==> config.mk <==
export PLATFORM = sky130hd
export DESIGN_NAME = led_rp_ctrl
export DESIGN_NICKNAME = d
export VERILOG_FILES = /design/src/rtl/led_rp_pkg.sv /design/src/rtl/led_rp_ctrl_tick_gen.sv /design/src/rtl/led_rp_ctrl.sv
export SDC_FILE = /design/constraint.sdc
export NUM_CORES = 1
export LEC_CHECK = 0
export BUFFER_PORTS_ARGS = -buffer_cell sky130_fd_sc_hd__clkbuf_2
export CAP_MARGIN = 20
export CORE_MARGIN = 2
export CORE_UTILIZATION = 64
export DETAILED_ROUTE_END_ITERATION = 16
export PLACE_DENSITY = 0.85
export SETUP_SLACK_MARGIN = 0.05
export SYNTH_ARGS = -nofsm -noshare
export SYNTH_HDL_FRONTEND = slang
export SYNTH_SLANG_ARGS = --single-unit
==> constraint.sdc <==
create_clock -name clk -period 4.3 [get_ports clk]
set_input_delay 0.215 -clock clk [delete_from_list [all_inputs] [get_ports clk]]
set_output_delay 0.215 -clock clk [all_outputs]
set_load 0.01 [all_outputs]
==> src/rtl/led_rp_pkg.sv <==
// led_rp_pkg: shared types and defaults for the LED reconfigurable-partition sequencer
package led_rp_pkg;
  localparam int STATE_W = 2;
  localparam int TICK_W_DEF = 25;
  localparam int RST_HOLD_DEF = 16;
  localparam int SETTLE_DEF = 4;
  typedef enum logic [STATE_W-1:0] {
    ST_RUN       = 2'd0,
    ST_DECOUPLED = 2'd1,
    ST_RM_RESET  = 2'd2,
    ST_SETTLE    = 2'd3
  } state_t;
endpackage

==> src/rtl/led_rp_ctrl_tick_gen.sv <==
// tick_gen: free-running prescaler that strobes tick on its all-ones count while enabled
module tick_gen #(
  parameter int TICK_W = 25
) (
  input  logic clk,
  input  logic rst,
  input  logic en,
  input  logic clr,
  output logic tick
);
  logic [TICK_W-1:0] cnt;
  always_ff @(posedge clk or negedge rst)
    if (!rst) cnt <= '0;
    else if (clr) cnt <= '0;
    else if (en) cnt <= cnt + 1'b1;
  assign tick = en & (&cnt);
endmodule

==> src/rtl/led_rp_ctrl.sv <==
// led_rp_ctrl: sequences decouple, RM reset and tick around partial reconfiguration of the LED RP
module led_rp_ctrl
  import led_rp_pkg::*;
#(
  parameter int TICK_W   = TICK_W_DEF,
  parameter int RST_HOLD = RST_HOLD_DEF,
  parameter int SETTLE   = SETTLE_DEF,
  parameter int LED_W    = 4
) (
  input  logic               clk,
  input  logic               rst,
  input  logic               pr_req,
  input  logic               pr_done,
  input  logic [LED_W-1:0]   rm_led_in,
  output logic               pr_ack,
  output logic               decouple,
  output logic               rm_rst_n,
  output logic               tick,
  output logic [LED_W-1:0]   led_out,
  output logic [STATE_W-1:0] state_o,
  output logic               err
);
  state_t state, state_nx;
  logic [7:0] cnt, cnt_nx;
  logic run, term;
  assign run = state == ST_RUN;
  assign term = cnt == (state == ST_RM_RESET ? 8'(RST_HOLD - 1) : 8'(SETTLE - 1));
  always_ff @(posedge clk or negedge rst)
    if (!rst) begin
      state   <= ST_RM_RESET;
      cnt     <= '0;
      led_out <= '0;
      err     <= 1'b0;
    end else begin
      state <= state_nx;
      cnt   <= cnt_nx;
      if (run) led_out <= rm_led_in;
      if (pr_done && state != ST_DECOUPLED) err <= 1'b1;
    end
  always_comb begin
    state_nx = state;
    cnt_nx   = cnt;
    case (state)
      ST_RUN: state_nx = pr_req ? ST_DECOUPLED : ST_RUN;
      ST_DECOUPLED: begin
        state_nx = pr_done ? ST_RM_RESET : ST_DECOUPLED;
        cnt_nx   = '0;
      end
      ST_RM_RESET: begin
        state_nx = term ? ST_SETTLE : ST_RM_RESET;
        cnt_nx   = term ? '0 : cnt + 8'd1;
      end
      ST_SETTLE: begin
        state_nx = term ? ST_RUN : ST_SETTLE;
        cnt_nx   = term ? '0 : cnt + 8'd1;
      end
    endcase
    decouple = !run;
    pr_ack   = state == ST_DECOUPLED;
    rm_rst_n = state != ST_RM_RESET;
    state_o  = state;
  end
  // prescaler restarts on SETTLE exit so every RUN period begins with a full tick interval
  tick_gen #(.TICK_W(TICK_W)) u_tick (
    .clk (clk),
    .rst (rst),
    .en  (run),
    .clr (state == ST_SETTLE && term),
    .tick(tick)
  );
endmodule

* Word-level counts from Yosys, hierarchy flattened
Cells that the tools add are included.
** Operators by class
- $add $sub $neg :: 2
- $mul :: 0
- Divide/modulo/power cells :: 0
- Magnitude comparators :: 0
- Equal/unequal tests :: 6
- Shift-type cells :: 0
- Muxes and demuxes :: 10
- Bitwise logic cells :: 1
- Reduce and logical (&&, ||, !) cells :: 8
** Operators with widths (number)
- 25-bit 2-to-1 mux :: 2
- 25-bit by 1-bit adder with 25-bit output, second input constant :: 1
- 25-bit AND reduction :: 1
- 8-bit one-hot mux with 2 select lines :: 1
- 8-bit by 1-bit adder with 8-bit output, second input constant :: 1
- 8-bit by 4-bit equality test with 1-bit output :: 1
- 8-bit 2-to-1 mux :: 1
- 2-bit one-hot mux with 4 select lines :: 1
- 2-bit equality test, second input constant :: 2
- 2-bit 2-to-1 mux :: 2
- 4-bit 2-to-1 mux :: 1
- 2-bit nonzero test :: 2
- 2-bit by 1-bit equality test with 1-bit output, second input constant :: 1
- 1-bit logical AND :: 2
- 2-bit zero test :: 1
- 1-bit 2-to-1 mux :: 2
- 2-bit by 1-bit inequality test with 1-bit output, second input constant :: 1
- 2-bit inequality test, second input constant :: 1
- 2-bit OR reduction :: 1
- 1-bit bitwise AND :: 1
- 1-bit zero test :: 1
** Storage, ports and cells
- Register bits :: 40
- Bits in latches :: 0
- Memory bits (writable) :: 0
- Memory bits (read-only) :: 0
- Input port bits :: 8
- Output and inout bits :: 11
- Memories :: 0

* Logic depth before layout (Yosys ltp)
- Depth in word-level cells :: 5
- Mapped depth :: 7

* Hierarchy
From an unflattened synthesis, not the netlist that was laid out.
** Unflattened totals
- Cell total of the unflattened synthesis :: 223
- Area, all modules :: 2172.1 sq um
** Modules (own cells, without submodules)
- tick_gen :: instances 1, cells an instance 141, area an instance 1325.0 sq um
- led_rp_ctrl :: instances 1, cells an instance 82, area an instance 847.1 sq um

* Worst setup path after synthesis
Ideal clock, no wire load.
- Path type :: flip-flop to output port
- From :: register u_tick.cnt[0]
- To :: output tick
- Data arrival time :: 1630 ps
- Slack :: 2455 ps
- Cell stages (with the launch flop) :: 6
- Path buffers :: 0
- Cells stage by stage :: dfrtp_1 ha_1 and4_4 nand3_4 or3_1 nor3_1
** Between the ends
- Longest elaborated chain between the ends :: 2
** RTL lines
- start, declared :: RTL line led_rp_ctrl_tick_gen.sv:11 : logic [TICK_W-1:0] cnt;
- start signal, assigned :: RTL line led_rp_ctrl_tick_gen.sv:15 : else if (en) cnt <= cnt + 1'b1;
- 25-bit AND reduction :: RTL line led_rp_ctrl_tick_gen.sv:16 : assign tick = en & (&cnt);
- 1-bit bitwise AND :: RTL line led_rp_ctrl_tick_gen.sv:16
- end, declared :: RTL line led_rp_ctrl.sv:18 : output logic tick,
No other way between the ends.

* Worst setup path in the final report
- From :: register state[1] (netlist: state_o[1])
- To :: output decouple
** Between the ends
- Longest elaborated chain between the ends :: 2
** RTL lines
- start, declared :: RTL line led_rp_ctrl.sv:23 : state_t state, state_nx;
- start signal, assigned :: RTL line led_rp_ctrl.sv:35 : state <= state_nx;
- 2-bit zero test :: RTL line led_rp_ctrl.sv:26 : assign run = state == ST_RUN;
- 1-bit zero test :: RTL line led_rp_ctrl.sv:58 : decouple = !run;
- end, declared :: RTL line led_rp_ctrl.sv:16 : output logic decouple,
No other way between the ends.

==> flow_summary_export.csv <==
group,metric,value,unit
finish,final_cell_mix,"nand2_1, dfrtp_1, clkbuf_2",
grt,antenna_found_initial,0,
worst_setup_path,start_kind,"flip-flop",
routing,vias,1972,
placement,gp_congestion,0.837,
worst_setup_path,worstPathRequired,4.09,ns
clock_network,post-cts-setup-buffer-count,0,
worst_setup_path,cp_slowest_cell,"dfstp_2",
placement,numPortBuffers,18,
sta,period_needed,2.53,ns
routing,initialDrtViolationCount,157,
routing,wl_per_cell,15.5,µm
floorplanning,rows,21,
routing,antenna_left,0,
worst_setup_path,cp_num_buf_inv,3,
grt,grt_pass1_vias,1867,
clock_network,tritoncts,"yes",
floorplanning,start_util,67.8,%
finish,final-instance-count-excl-fill,307,
worst_setup_path,crit_family,"buffers and inverters",
finish,area_growth,7.62,%
floorplanning,die_area,0.00409,mm²
worst_setup_path,path_cells,"nor2_2 > buf_4 > inv_1 > clkbuf_2",
clock_network,h-tree-depth,2,
routing,dr.pass1.iters,4,
routing,top_layer_used,"met4",
logic_synthesis,synth_async_sr_flop_share,100,%
floorplanning,ios,19,
routing,dr_wl_met3,218,µm
logic_synthesis,syn_area_per_cell,9.31,µm²
power,p_leak,1.11,nW
sta,final.setup.tns,0,ns
power,power.density,492,mW/mm²
sta,slew_headroom,39.7,%
worst_setup_path,cpPeakStageDelay,0.72,ns
logic_synthesis,yosysUniqueCellTypes,59,
placement,dpl.cell_count,297,
grt,grt_max_degree,41,
logic_synthesis,syn_nets,257,
routing,drt-total-wl,4.76,mm
worst_setup_path,cp_max_fo,39,
grt,track_usage,25.6,%
logic_synthesis,ys_ff_latch,40,
placement,place_hpwl,3.01,mm
logic_synthesis,syn_area,0.00230,mm²
finish,num_antenna_cells,0,
logic_synthesis,ys_warn_count,0,
worst_hold_path,worstHoldPathType,"input pin to flip-flop",
sta,setup_violations,0,
finish,nets,270,
job,maxCapViolCount,0,
clock_network,cts_sinks,40,
grt,grt_pass1_wl,8.16,mm
worst_setup_path,crit_type,"flip-flop to primary output",
power,combPwrFrac,36.8,%
sta,rsz0062_at_grt,"no",
sta,holdWs,0.0475,ns
finish,final_util,73.0,%
clock_network,root_buffer,"clkbuf_4",
sta,drv_slew,0,
routing,route.met2.wl,2.26,mm
power,pwr-share-seq,43.0,%
floorplanning,die_w,63.9,µm
logic_synthesis,synth_flop_cell,"dfrtp_1",
clock_network,clk_latency,0.36,ns
floorplanning,die_y,63.9,µm
logic_synthesis,synthCells,247,
sta,fmax,395,MHz
power,p_int,0.713,mW
clock_network,clk_pin_slew_worst_paths,0.12,ns
sta,worst_slew_pin_slew,0.905,ns
power,irDropWorstVdd,0.319,mV
routing,route.detailed.drc,0,
finish,final_common_cell,"nand2_1",
finish,layout-drive-gt1-share,15.7,%
routing,wl_met1,2.18,mm
clock_network,cts_buffer_depth,2,
sta,skew,0.0138,ns
logic_synthesis,synth_edf_count,0,
power,p_sw_share,41.4,%
grt,gr-total-overflow,0,
sta,post-route-period-util,58.8,%
run_status,status,"finished clean",
clock_network,cts_buffers,5,
power,pwr-share-clk,20.1,%
sta,hold_viol_final,0,
power,switchingPower,0.504,mW
power,power,1.22,mW
floorplanning,coreArea,0.00339,mm²
worst_setup_path,crit_arrival,2.31,ns
worst_setup_path,crit_path_end_kind,"primary output",
routing,post_drt_via_cell_ratio,6.42,
logic_synthesis,ys_seq_area_share,43.6,%
sequential cells by signal, summed over array words and instances (netlist names):
signal,count
cnt,8
err,1
led_out,4
state_o,2
u_tick.cnt,25
synth_stat cells (4+ instances only):
master,count,area (µm²)
o31ai_1,5,37.5
nor2_1,11,41.3
buf_2,8,40.0
o311ai_0,4,35.0
nand4_1,5,31.3
nand2_1,42,158
dfrtp_1,39,976
a21oi_1,8,40.0
a31oi_1,11,68.8
nor3_1,4,20.0
and3_1,5,31.3
nand3_1,14,70.1
o21ai_0,16,80.1
inv_1,5,18.8
power groups by stage:
stage / sequential (mW) / clock [mW] / combinational [mW]
after floorplan: 0.511 / 0 / 0.333
after global placement: 0.525 / 0 / 0.425
after detailed placement: 0.530 / 0 / 0.436
after CTS: 0.524 / 0.250 / 0.441
after global routing: 0.537 / 0.266 / 0.498
final: 0.524 / 0.245 / 0.449
stage by stage:
stage          setup WS [ns]  cell area, µm²
2_1_floorplan           2.45            2300
3_3_place_gp            2.06            2370
3_5_place_dp            2.01            2370
4_1_cts                 1.79            2440
5_1_grt                 1.64            2470
6_report                1.77            2470
kinds of logic after synthesis:
group	synth area share [%]
AOI/OAI and AO/OA	19.8
DFF	43.6
muxes	0.871
xor gates and xnor gates	0.381
buffers and inverters	4.68
and+or+nand+nor	29.6
adders and majority gates	1.09
cell type report:
class	instances	area [µm²]
tap	46	57.6
clock inverter	2	35.0
fill	254	916
clock buffer	6	41.3
multi-input combinational	187	1190
inverter	5	18.8
sequential	40	1000
timing repair buffer	21	128
per-layer routing:
layer  vias to the layer above  GRT usage (%)
met2                        59           42.1
met4                         0           11.4
met5                         -              0
met3                        11           5.46
li1                        957              -
met1                       945           32.6
worst register-to-register path: cells and delay by family, from the launching register on:
kind            cells  cell delay, ns
flops               1            0.72
simple gates        2            0.39
buf+inv             2            0.91
compound gates      1            0.27
timing repair:
item / 4_1_cts / 5_1_grt
gates resized for setup: 0 / 0
hold buffers: 0 / 1
endpoints found under the hold margin: 0 / 13
final timing paths:
check,startpoint,end,slack [ns],cells past startpoint
setup reg to reg,state_o[1],u_tick.cnt[3],1.93,5
min in group asynchronous,rst,cnt[3],0.29,2
setup / recovery,state_o[1],decouple,1.77,4
hold reg to reg,led_out[3],led_out[3],0.49,2
max in group asynchronous,rst,state_o[1],3.46,3
hold / removal,rm_led_in[3],led_out[3],0.05,3
(Power assumes the default switching activity.)
